==> src/rtl/mouse_receiver.sv <==
// rtl/mouse_receiver.sv - PS/2 mouse frame receiver with synchronizers, parity/stop check and timeout
//
// Receives 11-bit PS/2 frames: start 0, 8 data bits LSB first, odd parity, stop 1.
// Ports:
//   CLK             system clock, rising edge
//   RESET           asynchronous active-low reset
//   CLK_MOUSE_IN    PS/2 clock from the mouse (asynchronous)
//   DATA_MOUSE_IN   PS/2 data from the mouse (asynchronous)
//   READ_ENABLE     1 = a new frame may be started
//   BYTE_READ       last received data byte
//   BYTE_ERROR_CODE bit0 parity error, bit1 stop-bit error
//   BYTE_READY      one-cycle strobe, BYTE_READ/BYTE_ERROR_CODE valid
module mouse_receiver #(
    parameter int TIMEOUT     = 50000,
    parameter int SYNC_STAGES = 2
) (
    input  logic       CLK,
    input  logic       RESET,
    input  logic       CLK_MOUSE_IN,
    input  logic       DATA_MOUSE_IN,
    input  logic       READ_ENABLE,
    output logic [7:0] BYTE_READ,
    output logic [1:0] BYTE_ERROR_CODE,
    output logic       BYTE_READY
);

    localparam int TW = $clog2(TIMEOUT + 1);

    typedef enum logic [2:0] {
        IDLE,
        START_CHK,
        DATA,
        PARITY,
        STOP,
        DONE
    } state_t;

    logic [SYNC_STAGES-1:0] clk_sync;
    logic [SYNC_STAGES-1:0] data_sync;
    logic                   clk_prev;
    logic                   ps2_clk;
    logic                   ps2_data;
    logic                   fall;

    state_t      state, state_n;
    logic [3:0]  bit_cnt, bit_cnt_n;
    logic [7:0]  shift, shift_n;
    logic        par_err, par_err_n;
    logic        stop_err, stop_err_n;
    logic [TW-1:0] tcnt, tcnt_n;
    logic        timed_out;
    logic [7:0]  byte_n;
    logic [1:0]  code_n;
    logic        ready_n;

    // Bus idles high, so the synchronizers reset to 1 to avoid a false edge.
    always_ff @(posedge CLK or negedge RESET) begin
        if (!RESET) begin
            clk_sync  <= '1;
            data_sync <= '1;
            clk_prev  <= 1'b1;
        end else begin
            clk_sync[0]  <= CLK_MOUSE_IN;
            data_sync[0] <= DATA_MOUSE_IN;
            for (int i = 1; i < SYNC_STAGES; i++) begin
                clk_sync[i]  <= clk_sync[i-1];
                data_sync[i] <= data_sync[i-1];
            end
            clk_prev <= clk_sync[SYNC_STAGES-1];
        end
    end

    assign ps2_clk   = clk_sync[SYNC_STAGES-1];
    assign ps2_data  = data_sync[SYNC_STAGES-1];
    assign fall      = clk_prev & ~ps2_clk;
    assign timed_out = (tcnt == TW'(TIMEOUT));

    always_ff @(posedge CLK or negedge RESET) begin
        if (!RESET) begin
            state           <= IDLE;
            bit_cnt         <= '0;
            shift           <= '0;
            par_err         <= 1'b0;
            stop_err        <= 1'b0;
            tcnt            <= '0;
            BYTE_READ       <= '0;
            BYTE_ERROR_CODE <= '0;
            BYTE_READY      <= 1'b0;
        end else begin
            state           <= state_n;
            bit_cnt         <= bit_cnt_n;
            shift           <= shift_n;
            par_err         <= par_err_n;
            stop_err        <= stop_err_n;
            tcnt            <= tcnt_n;
            BYTE_READ       <= byte_n;
            BYTE_ERROR_CODE <= code_n;
            BYTE_READY      <= ready_n;
        end
    end

    always_comb begin
        state_n    = state;
        bit_cnt_n  = bit_cnt;
        shift_n    = shift;
        par_err_n  = par_err;
        stop_err_n = stop_err;
        tcnt_n     = tcnt;
        byte_n     = BYTE_READ;
        code_n     = BYTE_ERROR_CODE;
        ready_n    = 1'b0;

        case (state)
            IDLE: begin
                tcnt_n = '0;
                // A start bit sampled high is not a frame; stay idle.
                if (fall && READ_ENABLE && !ps2_data) begin
                    state_n   = DATA;
                    bit_cnt_n = '0;
                end
            end
            START_CHK: begin
                // Start validation is folded into IDLE; kept only as a safe exit.
                state_n = IDLE;
                tcnt_n  = '0;
            end
            DATA, PARITY, STOP: begin
                // An edge wins over a coincident timeout.
                if (fall) begin
                    tcnt_n = '0;
                    if (state == DATA) begin
                        shift_n[bit_cnt[2:0]] = ps2_data;
                        bit_cnt_n             = bit_cnt + 4'd1;
                        if (bit_cnt == 4'd7) state_n = PARITY;
                    end else if (state == PARITY) begin
                        par_err_n = ~((^shift) ^ ps2_data);
                        state_n   = STOP;
                    end else begin
                        stop_err_n = ~ps2_data;
                        state_n    = DONE;
                    end
                end else if (timed_out) begin
                    state_n = IDLE;
                end else begin
                    tcnt_n = tcnt + 1'b1;
                end
            end
            DONE: begin
                byte_n  = shift;
                code_n  = {stop_err, par_err};
                ready_n = 1'b1;
                tcnt_n  = '0;
                state_n = IDLE;
            end
            default: begin
                state_n = IDLE;
                tcnt_n  = '0;
            end
        endcase
    end

endmodule

==> config.mk <==
export PLATFORM = sky130hd
export DESIGN_NAME = mouse_receiver
export DESIGN_NICKNAME = d
export VERILOG_FILES = /design/src/rtl/mouse_receiver.sv
export SDC_FILE = /design/constraint.sdc
export NUM_CORES = 1
export LEC_CHECK = 0
export CAP_MARGIN = 20
export CORE_ASPECT_RATIO = 1.5
export CORE_MARGIN = 1.5
export CORE_UTILIZATION = 40
export DETAILED_ROUTE_END_ITERATION = 7
export GPL_TIMING_DRIVEN = 0
export PLACE_DENSITY_LB_ADDON = 0.25
export SLEW_MARGIN = 40
export SYNTH_ARGS = -nofsm -noshare
export SYNTH_HDL_FRONTEND = slang
export SYNTH_SLANG_ARGS = --single-unit
==> constraint.sdc <==
create_clock -name CLK -period 1.9 [get_ports CLK]
set_clock_uncertainty 0.15 [all_clocks]
set_input_delay 0.57 -clock CLK [delete_from_list [all_inputs] [get_ports CLK]]
set_output_delay 0.57 -clock CLK [all_outputs]
set_load 0.005 [all_outputs]
==> flow_summary_export.csv <==
group,metric,value,unit
yosys,avgSynthCellArea,11.4,sq um
global_routing,grt_pass1_wl,7260,um
routing,ant_nets,0,
yosys,ys_seq_area_frac,0.530,
clocking,cts_tree,"yes",
final_layout,layout.nets,238,
yosys,ys_top_cells_by_area,"dfrtp_1 47%, mux2_2 8.2%, dfstp_2 5.6%, xnor2_1 4.5%, nor2_1 2.7%",
setup_path,crit_buf_inv,1,
global_routing,grt_use_total,0.149,
routing,drt_iter0_drc,96,
clocking,cts_root_buf,"clkbuf_8",
sta,setup_violations,0,
final_layout,drive_gt1_frac,0.190,
setup_path,critPathMaxStageDelay,490,ps
sta,tightestPinTransition,433,ps
global_routing,grt_pass1_vias,1651,
pwr,irDropWorstVdd,0.431,mV
sta,grt_setup_unrepaired,"no",
clocking,cts_buffers,5,
setup_path,crit_chain,"clkdlybuf4s50_1",
yosys,yosys.area.top_type_share,0.473,
routing,route.vias.total,1590,
placement,dp_hpwl,3010,um
floorplan,coreArea,0.00553,sq mm
pwr,total_power,2.68,mW
clocking,clkLatencyLatePin,300,ps
clocking,htree_num_levels,2,
sta,min_period_over_period,0.977,
sta,period_needed,1860,ps
yosys,netlist_instances,204,
clocking,clockBufferDepth,2,
global_routing,antenna_found_initial,0,
clocking,cts_sinks,49,
yosys,synth_area,0.00233,sq mm
final_layout,diodes,0,
status,status,"finished, final reports clean",
yosys,synthArstFlopShare,1.00,
yosys,synth_flop_cell,"dfrtp_1",
yosys,ys_ff_latch,49,
setup_path,crit_path_end_kind,"output pin",
yosys,synth_cell_types,46,
flow_run,cap_violations,0,
setup_path,crit_arrival,1140,ps
floorplan,die-width,65.3,um
pwr,p_leak,1.34,nW
floorplan,rows,33,
placement,place_area,0.00258,sq mm
placement,place.gp.congestion,0.782,
final_layout,num-fill-cells,519,
yosys,ys_warn_count,0,
yosys,syn_nets,212,
min_path,hp-class,"reg -> reg",
routing,first_pass_iters,4,
yosys,yosysTopAreaCell,"dfrtp_1",
setup_path,critPathTopFamily,"buffers and inverters",
setup_path,path_max_fanout,2,
floorplan,start_util,0.420,
routing,route.detailed.drc,0,
setup_path,cp_slowest_cell,"clkdlybuf4s50_1",
final_layout,final_core_utilization,0.499,
global_routing,grt.overflow.total,0,
final_layout,instances_no_fill,301,
final_layout,area_delta_synth_final,18.7,%
pwr,power.density,972,mW/mm^2
sta,slew_viol_final,0,
placement,numPortBuffers,15,
setup_path,path_class,"reg -> out",
floorplan,die_h,96.4,um
floorplan,die_area,0.00629,sq mm
setup_path,cp.required,1180,ps
global_routing,grt_max_degree,42,
sta,slew-limit-headroom,0.711,
setup_path,cp-start-kind,"register",
final_layout,design_area,0.00276,sq mm
placement,dp_cells,290,
sta,fmax,539,MHz
routing,wl_per_cell,13.9,um
placement,pre_cts_ws,-138,ps
floorplan,num_io_pins,16,
yosys,synth_edf_count,0,
routing,vias_per_cell,5.28,
sta,hold_viol,0,
clocking,clkTransAtPathRegs,80,ps
sta,fin_ws,44.0,ps
routing,finalWirelength,4190,um
-- registers in the layout, summed over array words and instances (netlist names), 2 cells and up --
| signal | cells |
|---|---|
| BYTE_ERROR_CODE | 2 |
| BYTE_READ | 8 |
| bit_cnt | 4 |
| clk_sync | 2 |
| data_sync | 2 |
| shift | 8 |
| state | 3 |
| tcnt | 16 |
-- final cells by class --
class	instances	area [sq um]	share of cell area
clock inverter	1	30.0	0.0109
tap	70	87.6	0.0317
multi-input combinational	139	1040	0.376
timing repair buffer	19	215	0.0779
clock buffer	7	86.3	0.0313
inverter	9	33.8	0.0122
sequential	49	1230	0.446
buffer	7	38.8	0.0140
-- layout by cell type (no fill, tap or decap), types with 2 or more instances in the layout --
master           synthesis  layout
clkbuf_1                 4       3
clkbuf_2                 1       2
nor4_1                   3       3
nand4_1                  3       3
o21ai_1                  2       2
nor2b_1                  3       3
and3_1                   2       2
xor2_1                   5       5
dfstp_2                  5       5
nand2b_1                 4       4
xnor2_1                 12      12
dfrtp_1                 44      44
a21oi_1                  5       5
mux2i_1                  2       2
ha_1                     3       3
buf_2                    1       2
nor4b_1                  3       3
buf_4                    0       3
inv_1                    9       9
dlymetal6s2s_1           0       9
o21ai_0                  2       2
mux2_1                   2       2
nor3_1                   5       5
clkbuf_8                 0       6
a22o_1                   2       2
clkdlybuf4s50_1          0       5
o211ai_1                 2       2
mux2_2                  17      17
nand3b_1                 4       4
nand3_1                  9       9
nor2_1                  17      17
nand2_1                 14      14
-- routing by layer --
layer | wire [um] | global-route usage | part of all wire
met4 | 95 | 0.0677 | 0.023
met5 | 0 | 0 | 0
met2 | 2280 | 0.285 | 0.54
met3 | 97 | 0.0243 | 0.023
met1 | 1710 | 0.156 | 0.41
-- cells in the mapped netlist, types with 2 or more instances --
cell type,n
a21oi_1,5
a22o_1,2
and3_1,2
clkbuf_1,4
dfrtp_1,44
dfstp_2,5
ha_1,3
inv_1,9
mux2_1,2
mux2_2,17
mux2i_1,2
nand2_1,14
nand2b_1,4
nand3_1,9
nand3b_1,4
nand4_1,3
nor2_1,17
nor2b_1,3
nor3_1,5
nor3b_1,2
nor4_1,3
nor4b_1,3
o211ai_1,2
o21ai_0,2
o21ai_1,2
xnor2_1,12
xor2_1,5
-- path summary, 6_finish.rpt --
check	startpoint	endpoint	slack (ps)	depth (start not counted)
setup / recovery	BYTE_READ[5]	BYTE_READ[5]	40	1
hold / removal	clk_sync[0]	clk_sync[1]	210	0
setup reg to reg	clk_prev	shift[4]	80	4
hold reg to reg	clk_sync[0]	clk_sync[1]	210	0
max in group asynchronous	RESET	shift[6]	690	3
min in group asynchronous	RESET	BYTE_READY	480	2
-- kinds of logic (layout without fill, tap and decap cells) --
logic type | after synthesis | after routing | synth area share
AOI/OAI and AO/OA | 19 | 19 | 0.0543
xor gates and xnor gates | 18 | 18 | 0.0737
adders and majority gates | 3 | 3 | 0.0161
buffers and inverters | 16 | 43 | 0.0301
DFF | 49 | 49 | 0.530
muxes | 21 | 21 | 0.101
and+or+nand+nor | 78 | 78 | 0.195
-- through the flow --
stage	hold slack [ps]	TNS, ps
floorplan	124	0
global placement	196	-63290
detailed placement	198	-395
CTS	210	0
global route	217	0
finish	209	0
-- timing repair --
action / in CTS / in global routing
setup buffers: 1 / 1
hold endpoints to repair: 3 / 0
setup endpoints to repair: 1 / 25
pin swaps: 0 / 1
hold buffers: 1 / 0
resized for setup: 0 / 16
-- power breakdown --
group	internal [mW]	total (mW)	switching (mW)
logic	0.343	0.634	0.291
registers	1.18	1.29	0.112
clock network	0.429	0.760	0.331
(Power assumes the default switching activity.)
